--- src/rtl/joy_db15_tx_pkg.sv ---
// joy_db15_pkg: shared frame geometry and transmitter state encoding for the DB15 joystick responder.
package joy_db15_pkg;
    localparam int PLAYER_BITS_DEF = 16;
    localparam int FRAME_BITS = 2 * PLAYER_BITS_DEF;
    localparam int BIT_CNT_W = $clog2(FRAME_BITS + 1);
    typedef enum logic [1:0] {LOAD, SHIFT, DONE} tx_state_t;
endpackage

--- src/rtl/joy_db15_tx_if.sv ---
// joy_db15_tx_if: receiver-side strobes and button inputs toward the responder, serial data and status back.
interface joy_db15_tx_if #(parameter int PLAYER_BITS = 16);
    logic [PLAYER_BITS-1:0] joystick1;
    logic [PLAYER_BITS-1:0] joystick2;
    logic                   joy_load;
    logic                   joy_clk;
    logic                   joy_data;
    logic                   frame_done;
    logic                   overrun;
    logic                   link_idle;
    modport master (
        output joystick1, joystick2, joy_load, joy_clk,
        input  joy_data, frame_done, overrun, link_idle
    );
    modport slave (
        input  joystick1, joystick2, joy_load, joy_clk,
        output joy_data, frame_done, overrun, link_idle
    );
endinterface

--- src/rtl/joy_db15_tx_sync2.sv ---
// joy_sync2: N-stage synchroniser, asynchronously cleared to 1 (strobes idle high).
module joy_sync2 #(
    parameter int N = 2
) (
    input  logic clk,
    input  logic rst_n,
    input  logic i_d,
    output logic o_q
);
    logic [N-1:0] r_sync;
    always_ff @(posedge clk or negedge rst_n) begin
        if (!rst_n) r_sync <= '1;
        else        r_sync <= {r_sync[N-2:0], i_d};
    end
    assign o_q = r_sync[N-1];
endmodule

--- src/rtl/joy_db15_tx.sv ---
// joy_db15_tx: DB15 joystick responder emulating the adapter's parallel-in/serial-out chain.
module joy_db15_tx
    import joy_db15_pkg::*;
#(
    parameter int PLAYER_BITS = PLAYER_BITS_DEF,
    parameter int SYNC_STAGES = 2,
    parameter int IDLE_CYCLES = 4800000
) (
    input  logic          clk_sys,
    input  logic          reset_n,
    joy_db15_tx_if.slave  io_joy
);
    localparam int FRAME  = 2 * PLAYER_BITS;
    localparam int CNT_W  = $clog2(FRAME + 1);
    localparam int IDLE_W = $clog2(IDLE_CYCLES + 1);

    logic              w_clk_s, w_load_s, w_clk_rise, w_load_fall;
    logic              r_clk_d, r_load_d;
    tx_state_t         r_state, w_state_nxt;
    logic              w_shift, w_extra, w_last;
    logic [FRAME-1:0]  r_sr;
    logic [CNT_W-1:0]  r_bit_cnt;
    logic [IDLE_W-1:0] r_idle_cnt;
    logic              r_data, r_frame_done, r_overrun, r_boot;

    joy_sync2 #(.N(SYNC_STAGES)) u_sync_clk (
        .clk(clk_sys), .rst_n(reset_n), .i_d(io_joy.joy_clk), .o_q(w_clk_s)
    );
    joy_sync2 #(.N(SYNC_STAGES)) u_sync_load (
        .clk(clk_sys), .rst_n(reset_n), .i_d(io_joy.joy_load), .o_q(w_load_s)
    );

    always_ff @(posedge clk_sys or negedge reset_n) begin
        if (!reset_n) begin
            r_clk_d  <= 1'b1;
            r_load_d <= 1'b1;
        end else begin
            r_clk_d  <= w_clk_s;
            r_load_d <= w_load_s;
        end
    end
    assign w_clk_rise  = w_clk_s & ~r_clk_d;
    assign w_load_fall = ~w_load_s & r_load_d;

    always_ff @(posedge clk_sys or negedge reset_n) begin
        if (!reset_n) r_state <= LOAD;
        else          r_state <= w_state_nxt;
    end

    // The first synced-high cycle is still LOAD, so a coincident shift edge is swallowed by the load.
    always_comb begin
        w_state_nxt = !w_load_s ? LOAD :
                      (r_state == LOAD) ? SHIFT :
                      w_last ? DONE : r_state;
    end

    always_comb begin
        w_shift = w_load_s && (r_state == SHIFT) && w_clk_rise;
        w_extra = w_load_s && (r_state == DONE) && w_clk_rise;
        w_last  = w_shift && (r_bit_cnt == CNT_W'(FRAME - 1));
    end

    always_ff @(posedge clk_sys or negedge reset_n) begin
        if (!reset_n) begin
            r_sr         <= '1;
            r_bit_cnt    <= '0;
            r_overrun    <= 1'b0;
            r_frame_done <= 1'b0;
            r_data       <= 1'b1;
        end else begin
            if (!w_load_s) begin
                r_sr      <= ~{io_joy.joystick2, io_joy.joystick1};
                r_bit_cnt <= '0;
                r_overrun <= 1'b0;
            end else if (w_shift) begin
                r_sr      <= {1'b1, r_sr[FRAME-1:1]};
                r_bit_cnt <= r_bit_cnt + 1'b1;
            end else if (w_extra) begin
                r_overrun <= 1'b1;
            end
            r_frame_done <= w_last;
            r_data       <= r_sr[0];
        end
    end

    // r_boot keeps the link reported idle from reset until the first load is ever seen.
    always_ff @(posedge clk_sys or negedge reset_n) begin
        if (!reset_n) begin
            r_idle_cnt <= '0;
            r_boot     <= 1'b1;
        end else if (w_load_fall) begin
            r_idle_cnt <= '0;
            r_boot     <= 1'b0;
        end else if (r_idle_cnt != IDLE_W'(IDLE_CYCLES)) begin
            r_idle_cnt <= r_idle_cnt + 1'b1;
        end
    end

    assign io_joy.joy_data   = r_data;
    assign io_joy.frame_done = r_frame_done;
    assign io_joy.overrun    = r_overrun;
    assign io_joy.link_idle  = r_boot || (r_idle_cnt == IDLE_W'(IDLE_CYCLES));
endmodule
--- src/flat_wrapper.sv ---
// flat-port wrapper written by rule: the top's interface ports become plain ports
module joy_db15_tx_flat import joy_db15_pkg::*;
#(
    parameter int PLAYER_BITS = PLAYER_BITS_DEF,
    parameter int SYNC_STAGES = 2,
    parameter int IDLE_CYCLES = 4800000
)
  (clk_sys, reset_n, io_joy_joystick1, io_joy_joystick2, io_joy_joy_load, io_joy_joy_clk, io_joy_joy_data, io_joy_frame_done, io_joy_overrun, io_joy_link_idle);
  joy_db15_tx_if #(.PLAYER_BITS(PLAYER_BITS)) io_joy_i ();
  input  logic clk_sys;
  input  logic reset_n;
  input wire logic [$bits(io_joy_i.joystick1)-1:0] io_joy_joystick1;
  input wire logic [$bits(io_joy_i.joystick2)-1:0] io_joy_joystick2;
  input wire logic [$bits(io_joy_i.joy_load)-1:0] io_joy_joy_load;
  input wire logic [$bits(io_joy_i.joy_clk)-1:0] io_joy_joy_clk;
  output wire logic [$bits(io_joy_i.joy_data)-1:0] io_joy_joy_data;
  output wire logic [$bits(io_joy_i.frame_done)-1:0] io_joy_frame_done;
  output wire logic [$bits(io_joy_i.overrun)-1:0] io_joy_overrun;
  output wire logic [$bits(io_joy_i.link_idle)-1:0] io_joy_link_idle;
  assign io_joy_i.joystick1 = io_joy_joystick1;
  assign io_joy_i.joystick2 = io_joy_joystick2;
  assign io_joy_i.joy_load = io_joy_joy_load;
  assign io_joy_i.joy_clk = io_joy_joy_clk;
  assign io_joy_joy_data = io_joy_i.joy_data;
  assign io_joy_frame_done = io_joy_i.frame_done;
  assign io_joy_overrun = io_joy_i.overrun;
  assign io_joy_link_idle = io_joy_i.link_idle;
  joy_db15_tx #(.PLAYER_BITS(PLAYER_BITS), .SYNC_STAGES(SYNC_STAGES), .IDLE_CYCLES(IDLE_CYCLES)) u_core (.clk_sys(clk_sys), .reset_n(reset_n), .io_joy(io_joy_i));
endmodule
--- config.mk ---
export PLATFORM = sky130hd
export DESIGN_NAME = joy_db15_tx_flat
export DESIGN_NICKNAME = d
export VERILOG_FILES = /design/src/rtl/joy_db15_tx_pkg.sv /design/src/rtl/joy_db15_tx_if.sv /design/src/rtl/joy_db15_tx_sync2.sv /design/src/rtl/joy_db15_tx.sv /design/src/flat_wrapper.sv
export SDC_FILE = /design/constraint.sdc
export NUM_CORES = 1
export LEC_CHECK = 0
export CAP_MARGIN = 40
export CORE_MARGIN = 2
export CORE_UTILIZATION = 59
export DETAILED_ROUTE_END_ITERATION = 16
export PLACE_DENSITY = 0.84
export SLEW_MARGIN = 25
export SYNTH_ARGS = -nofsm -noshare
export SYNTH_HDL_FRONTEND = slang
export SYNTH_SLANG_ARGS = --single-unit
--- constraint.sdc ---
create_clock -name clk_sys -period 3.5 [get_ports clk_sys]
set_input_delay 0.35 -clock clk_sys [delete_from_list [all_inputs] [get_ports clk_sys]]
set_output_delay 0.35 -clock clk_sys [all_outputs]
set_load 0.02 [all_outputs]
==> results by stage, run 1 <==
Run status:
- The run finished with clean final reports.

Setup path:
- The worst path arrival time is roughly 2.3 ns.
- In this run the worst path has a maximum fanout of 5.
- For the worst setup path, the data required time is 3.15 ns.
- STA classifies the critical path startpoint as a register.
- The family with the most delay on the worst path is simple AND/OR/NAND/NOR gates.
- For flop-to-flop paths, the worst setup slack is 1.38 ns.
- STA classifies the critical path endpoint as an output pin.
- The total buffers and inverters traversed by the critical path is 1.
- The slowest stage of the critical path is the clkdlybuf4s50_1 cell.
- The signal on the critical path passes through nor4_1 > and4_1 > a21o_1 > clkdlybuf4s50_1.
- The type of the worst setup path is register to output pin.
- In this design, the stage delay of the slowest critical-path cell is approximately 0.60 ns.

Synth:
- The synthesized-area fraction occupied by and/or/nand/nor cells is 19.6%.
- The most instantiated flip-flop cell in the synthesis netlist is dfstp_2.
- Yosys printed 0 warnings.
- The flop and latch count out of synthesis is 73.
- A synthesized cell averages 11.1 um^2.
- The post-synthesis net count is roughly 330.
- The fraction of the mapped netlist area in adder cells is 1.15%.
- The xor and xnor fraction of the mapped netlist area is 3.23%.
- Sequential elements use 57.6% of the synthesized area.
- Summing the areas of all compound-gate instances in the mapped netlist gives around 15% of the synthesized area.
- The synthesized area is ~3300 um^2.
- The dominant combinational cell family by area after synthesis is simple AND/OR/NAND/NOR gates.
- Yosys mapped a number of flops with a built-in enable equal to 0.
- The post-synthesis instance total is 293.
- The multiplexer share of the synthesized area is 1.57%.
- The number of different library cells in the post-synthesis netlist is between 40 and 50.
- In the synthesized netlist the async set-or-reset flop fraction comes to 100%.

CTS:
- The setup fix buffers added after clock tree synthesis is 0.
- After clock tree synthesis, the clock-pin slew on the worst setup and hold paths is 0.08 ns.
- Gates resized during post-CTS repair numbered 0.
- Clock tree synthesis inserted a total of 9 buffers.
- TritonCTS built the clock tree.
- The clock passes through at most 2 buffers.
- The hold buffer count at CTS is 0.
- The clock net in this run drives a total of 73 sinks.
- The insertion delay to the later sink of the worst-skew pair is approximately 0.34 ns.
- The count of H-tree levels built during CTS is 3.
- The buffer cell driving the clock tree root is clkbuf_8.

STA:
- The total setup violations reported at the end of the flow is 0.
- Static timing analysis puts the maximum clock frequency at 376 MHz.
- Setup repair after global routing left no endpoint under its margin.
- Between clock sinks in the finished design, the worst skew comes to 0.00781 ns.
- Measured against its own limit, the worst slew margin works out to 55.5%.
- The number of failing hold endpoints at the final stage was 0.
- The final critical delay including setup and external delays is roughly 2.7 ns.
- The number of pins with negative max-slew slack in the final report came to 0.
- Of the available clock period, the critical path in the final layout requires 76.0%.
- The tightest hold path in the finished design has a slack of 0.0120 ns.
- The transition time at the pin with the least slew margin is 0.667 ns.
- In the final timing run, aggregate negative setup slack is 0 ns.

Pwr:
- The leakage dissipation is 1.64 nW.
- For this design the ratio of total power to cell area is 481 nW/um^2.
- Across the VDD grid, the largest voltage drop is between 0.3 and 0.4 mV.

Die:
- Measured along the y axis, the die boundary spans 78.3 um.
- For this design the top-level I/O count stands at 40.
- The die covers 6130 um^2.
- The number of placement rows is 27.
- For this configuration, the core starts out at a cell density of 60.3%.
- The die extent in x is ~78 um.
- The core region is 5410 um^2.

Layout:
- From synthesis to final layout, the design area changed by 21.3%.
- The final layout contains 373 nets.
- In the layout the commonest cells are nor2_1, dfstp_2, clkdlybuf4s50_1.
- The post-route netlist has 20.4% of its cells at a drive strength greater than 1.
- Leaving out fill and tap cells, the most frequent cell in the layout is nor2_1.
- The number of antenna diodes in the final layout is 0.

Global route:
- In the global route stage, overall resource usage came out at roughly 23%.
- The number of global-route vias before repair was around 2,300.
- Entering global routing, the biggest net connects 44 pins.
- The wire length of the first global-routing pass is between 10,000 and 15,000 um.
- The number of antenna violations at the first check in global routing came to 0.
- The total overflow reported by the global router is 0.

Detailed routing:
- The wire length reported by the detailed router is 6580 um.
- The number of nets with antenna violations after detailed routing is 0.
- The DRC violations left is 0.
- The detailed-routing iteration count for the pre-antenna-repair pass is 4.
- The via count is approximately 2,500.
- The per-cell routed wire length is 16.0 um.
- The first-iteration detailed-routing DRC count is 295.
- The vias per cell is 5.98.

Place:
- Detailed placement finished with a half-perimeter wire length of 4260 um.
- The count of input and output buffers is 39.
- The last weighted congestion value of the routability-driven placer is around 0.83.

Job:
- The tool flagged a number of max-cap violations equal to 0.

Hold path:
- The class of the tightest hold or removal check is primary input to asynchronous set/reset pin.
==> report_power, final <==
group / switching [W] / total, W / internal (W) / leakage (nW)
sequential: 0.0000564 / 0.000992 / 0.000935 / 0.873
clock: 0.000319 / 0.000724 / 0.000405 / 0.111
combinational: 0.0000853 / 0.000186 / 0.000100 / 0.657
==> flip-flops by register name, summed over array words and instances, names as in the netlist <==
signal                     count
u_core.r_sr                   32
u_core.r_idle_cnt             23
u_core.r_bit_cnt               6
u_core.r_state                 2
u_core.u_sync_clk.r_sync       2
u_core.u_sync_load.r_sync      2
u_core.io_joy.frame_done       1
u_core.io_joy.joy_data         1
u_core.io_joy.overrun          1
u_core.r_boot                  1
u_core.r_clk_d                 1
u_core.r_load_d                1
==> cells in the mapped netlist, types with 2 or more instances <==
master	instances	share of area, %
nand2b_1	3	0.58
or4_1	2	0.46
clkbuf_1	11	1.3
ha_1	3	1.2
nand3_1	10	1.5
nor4_1	4	0.77
nor2b_1	2	0.38
nor2_1	46	5.3
or3_1	5	0.96
xnor2_1	2	0.54
xor2_1	10	2.7
dfstp_2	40	32
a221o_1	31	9.5
a21oi_1	13	2.0
buf_1	2	0.23
a21o_1	2	0.46
inv_1	4	0.46
o31ai_1	2	0.46
o21ai_0	10	1.5
and3_1	2	0.38
nand2_1	16	1.8
mux2i_1	4	1.2
and4_1	5	1.3
dfrtp_1	33	25
nand4_1	10	1.9
and2_1	6	1.2
==> cells by family after synthesis <==
group | count (synthesis)
AO/OA/AOI/OAI | 61
flip-flops | 73
buffers and inverters | 18
XOR/XNOR | 12
AND/OR/NAND/NOR | 121
adder cells (fa/ha/maj) | 3
multiplexers | 5
==> metrics by stage <==
| step | cells | instance area [um^2] | utilization (%) | setup WS (ns) | power, W |
|---|---|---|---|---|---|
| final | 411 | 3950 | 73.1 | 0.840 | 0.00190 |
| after global routing | 411 | 3950 | 73.1 | 0.719 | 0.00198 |
| after CTS | 411 | 3950 | 73.1 | 0.821 | 0.00191 |
| after detailed placement | 395 | 3730 | 69.1 | 1.23 | 0.00119 |
| after global placement | 394 | 3710 | 68.7 | 1.26 | 0.00118 |
| after floorplan | 293 | 3260 | - | 1.76 | 0.00109 |
==> metal layers <==
metal  part of all wire, %  track usage [%]  vias to the layer above
met1                    46             31.5                     1204
met5                     0                0                        -
met3                   5.2             5.98                        9
met4                   1.2             8.77                        0
met2                    48             36.0                       75
li1                      -                -                     1170
==> worst paths after layout <==
kind	from	to	depth (start not counted)
setup / recovery	u_core.r_idle_cnt[7]	io_joy_link_idle	4
hold / removal	reset_n	u_core.r_idle_cnt[2]	2
setup reg to reg	u_core.u_sync_load.r_sync[1]	u_core.r_bit_cnt[4]	5
hold reg to reg	u_core.u_sync_load.r_sync[0]	u_core.u_sync_load.r_sync[1]	0
max in group asynchronous	reset_n	u_core.r_sr[21]	3
min in group clk_sys	u_core.u_sync_load.r_sync[0]	u_core.u_sync_load.r_sync[1]	0
==> cell type report <==
class	count	area, um^2
clock buffer	10	128
clock inverter	6	91.3
fill	385	1450
inverter	4	15.0
multi-input combinational	202	1320
sequential	73	1880
tap	72	90.1
timing repair buffer	44	435
Power figures use the tool's default switching activity.
==> inputs of run 2 (changes only) <==
--- a/config.mk
+++ b/config.mk
@@ -7,9 +7,9 @@
 export LEC_CHECK = 0
 export CAP_MARGIN = 40
 export CORE_MARGIN = 2
-export CORE_UTILIZATION = 59
+export CORE_UTILIZATION = 50
 export DETAILED_ROUTE_END_ITERATION = 16
-export PLACE_DENSITY = 0.84
+export PLACE_DENSITY = 0.76
 export SLEW_MARGIN = 25
 export SYNTH_ARGS = -nofsm -noshare
 export SYNTH_HDL_FRONTEND = slang
==> constraint.sdc (replaced) <==
create_clock -name clk_sys -period 2.2 [get_ports clk_sys]
set_input_delay 0.22 -clock clk_sys [delete_from_list [all_inputs] [get_ports clk_sys]]
set_output_delay 0.22 -clock clk_sys [all_outputs]
set_load 0.02 [all_outputs]
==> run 2 against run 1 <==
Sequential cell count unchanged. Critical endpoint unchanged. Setup slack worse by 0.73 ns. Via count up 2.3%. Sequential share of layout area down 0.55 points. Non-clock buffer count up 3. Critical path type unchanged. Highest routed layer unchanged.
==> results by stage, run 2 (synthesized netlist as in run 1, its figures left out) <==
Run status:
- The run finished with clean final reports.

STA:
- The number of pins with negative max-slew slack in the final report is 0 (unchanged).
- The highest achievable clock rate is 478 MHz.
- Setup repair after global routing left no endpoint under its margin.
- In the finished design, the share of the clock period the worst path needs comes to 95.0%.
- The worst clock skew was 0.00874 ns (+0.000923 ns).
- The clock period could shrink to 2.09 ns.
- The headroom to the max-slew limit is 66.0% (+11 points).
- The number of failing hold endpoints at the final stage is 0 (unchanged).
- The post-route setup TNS was 0 ns (unchanged).
- The total setup violations reported at the end of the flow is 0 (unchanged).
- The transition time at the pin with the least slew margin is 0.497 ns (-0.171 ns).

Die:
- The die extent in x was 84.7 um (+8.2%).
- The area of the core region came to 6310 um^2 (+17%).
- The initial core utilization came to 51.6% (-8.7 points).
- The number of placement rows is 29 (+7.4%).
- The area enclosed by the die boundary is 7180 um^2 (+17%).
- The y dimension of the die came to 84.7 um (+8.2%).
- The total I/O pin count is 40 (unchanged).

Detailed routing:
- The via count came to 2,515 (+2.3%).
- The detailed-routing iteration count for the pre-antenna-repair pass came to 4 (unchanged).
- The number of nets with antenna violations after detailed routing was 0 (unchanged).
- The vias per cell was 6.00 (+0.37%).
- The DRC violations left is 0 (unchanged).
- The first-iteration detailed-routing DRC count was 126 (-57%).
- The per-cell routed wire length is 16.5 um (+3.4%).
- The wire length reported by the detailed router came to 6930 um (+5.4%).

Global route:
- The pin count of the biggest net entering global routing is 74 (+68%).
- The wire length of the first global-routing pass was 11,700 um (+7.8%).
- The total track usage is 20.4% (-2.8 points).
- The total overflow reported by the global router was 0 (unchanged).
- The number of antenna violations at the first check in global routing is 0 (unchanged).
- The number of global-route vias before repair is 2,530 (+11%).

Layout:
- Leaving out fill and tap cells, the most frequent cells in the layout are nor2_1, dfstp_2, clkdlybuf4s50_1.
- The flip-flop count of the largest register, all copies and words added came to 32 (unchanged).
- The antenna diode count is 0 (unchanged).
- The share of final-layout standard cells stronger than drive strength 1 is 21.9% (+1.6 points).
- Leaving out fill and tap cells, the most frequent cell in the layout is nor2_1.
- The total number of nets in the final design is 376 (+0.80%).
- From synthesis to final layout, the design area changed by 22.7%.
- Ranked by flip-flop count, first place goes to u_core.r_sr.
- In the final layout, the registers with the most flip-flops are u_core.r_sr x32, u_core.r_idle_cnt x23, u_core.r_bit_cnt x6.

CTS:
- The clock input transition at the sequential cells of the worst setup and hold paths is 0.08 ns (about the same).
- The count of H-tree levels built during CTS is 3 (unchanged).
- The clock sink count is 73 (unchanged).
- The number of CTS-inserted buffers is 9 (unchanged).
- The setup fix buffers added after clock tree synthesis is 0 (unchanged).
- The CTS tree is yes.
- The maximum clock path buffer count was 2 (unchanged).
- The insertion delay to the later sink of the worst-skew pair is 0.34 ns (about the same).
- Clock tree synthesis selected as its root buffer the cell clkbuf_8.

Pwr:
- The worst voltage drop across the vdd grid is 0.463 mV (+44%).
- The proportion of total power due to net switching came to 25.3% (+1.1 points).
- The part of the total power dissipated in the clock network is 36.0% (-2.1 points).
- The net switching component of the power was 0.000749 W (+63%).
- The power share of the sequential group came to 53.3% (+1.1 points).
- The leakage dissipation was 1.65 nW (+0.70%).
- The total internal power is 0.00221 W (+54%).
- The total power was 0.00296 W (+56%).
- The power per cell area is 741 nW/um^2 (+54%).
- The combinational share of power is 10.8% (+1.0 points).

Setup path:
- In this design, the largest share of critical-path delay is due to simple AND/OR/NAND/NOR gates.
- The total buffers and inverters traversed by the critical path is 1 (unchanged).
- The slowest stage of the critical path belongs to the cell dfrtp_1.
- Walking the worst path, the cells encountered are nor4_2 > and4_1 > a21o_1 > dlygate4sd2_1.
- The worst path arrival time is 1.87 ns (-0.44 ns).
- STA classifies the critical path endpoint as an output pin.
- The type of the worst setup path is register to output pin.
- The stage delay of the slowest cell on the critical path is 0.43 ns (-0.17 ns).
- The worst setup path is launched from a register.
- The worst endpoint required time came to 1.98 ns (-1.17 ns).
- The maximum fanout encountered on the critical timing path came to 6 (+1).

Place:
- The last weighted congestion value of the routability-driven placer came to 0.827 (-0.43%).
- The count of input and output buffers is 39 (unchanged).
- The estimated wirelength of the detail-placed design is 4580 um (+7.7%).

Job:
- The max-cap violation count is 0 (unchanged).

Hold path:
- The class of the tightest hold or removal check is primary input to register.
-- run 2: changes by cell type in the layout (fill, tap and decap cells not counted), moves of 2 or more --
cell,before,now
clkinv_4,2,0
nor4_1,4,1
clkinvlp_4,0,3
nor4_2,0,3
-- run 2: power groups by stage --
| stage | registers, W | clock network (W) | logic, W |
|---|---|---|---|
| 2_1_floorplan | 0.00157 | 0 | 0.000174 |
| 3_3_place_gp | 0.00158 | 0 | 0.000299 |
| 5_1_grt | 0.00159 | 0.00115 | 0.000354 |
| 6_report | 0.00158 | 0.00107 | 0.000319 |
| 3_5_place_dp | 0.00159 | 0 | 0.000314 |
| 4_1_cts | 0.00158 | 0.00109 | 0.000322 |
-- run 2: area by class of cell --
class | count | area, um^2
clock buffer | 10 | 138
clock inverter | 6 | 66.3
fill | 528 | 2320
inverter | 4 | 15.0
multi-input combinational | 202 | 1330
sequential | 73 | 1880
tap | 77 | 96.3
timing repair buffer | 47 | 472
-- run 2: repair_timing --
action / 4_1_cts / 5_1_grt
hold buffers: 1 / 0
endpoints found under the hold margin: 33 / 0
gates resized for setup: 4 / 0
endpoints found under the setup margin: 1 / 0
-- run 2: metrics by stage --
stage	instances	utilization [%]	hold WS (ns)	area (um^2)	setup WS, ns
floorplan	293	-	-0.0756	3260	0.459
global placement	402	59.7	0.273	3770	0.166
detailed placement	402	59.7	0.274	3770	0.131
CTS	419	63.3	0.266	4000	0.113
global route	419	63.3	0.266	4000	0.0294
finish	419	63.3	0.277	4000	0.109
-- run 2: final timing paths --
check	from	end	slack, ns	cells past startpoint
setup / recovery	u_core.r_idle_cnt[17]	io_joy_link_idle	0.11	4
hold / removal	io_joy_joy_clk	u_core.u_sync_clk.r_sync[0]	0.28	1
min in group asynchronous	reset_n	u_core.r_idle_cnt[13]	0.43	3
hold reg to reg	u_core.u_sync_clk.r_sync[0]	u_core.u_sync_clk.r_sync[1]	0.36	0
setup reg to reg	u_core.r_idle_cnt[0]	u_core.r_idle_cnt[12]	0.21	7
max in group asynchronous	reset_n	u_core.r_sr[8]	1.43	3
-- run 2: metal layers --
| metal | track usage, % | up-vias | wire, um |
|---|---|---|---|
| met1 | 27.2 | 1259 | 3080 |
| li1 | - | 1186 | - |
| met5 | 0 | - | 0 |
| met4 | 6.06 | 0 | 79 |
| met2 | 33.4 | 62 | 3510 |
| met3 | 4.72 | 8 | 260 |
-- run 2: worst reg2reg max path, delay by kind of cell (launching register included) --
kind,cells,cell delay (ns)
AO/OA/AOI/OAI,1,0.50
adder cells (fa/ha/maj),1,0.20
buffers and inverters,2,0.22
flip-flops,1,0.39
multiplexers,1,0.25
AND/OR/NAND/NOR,2,0.37
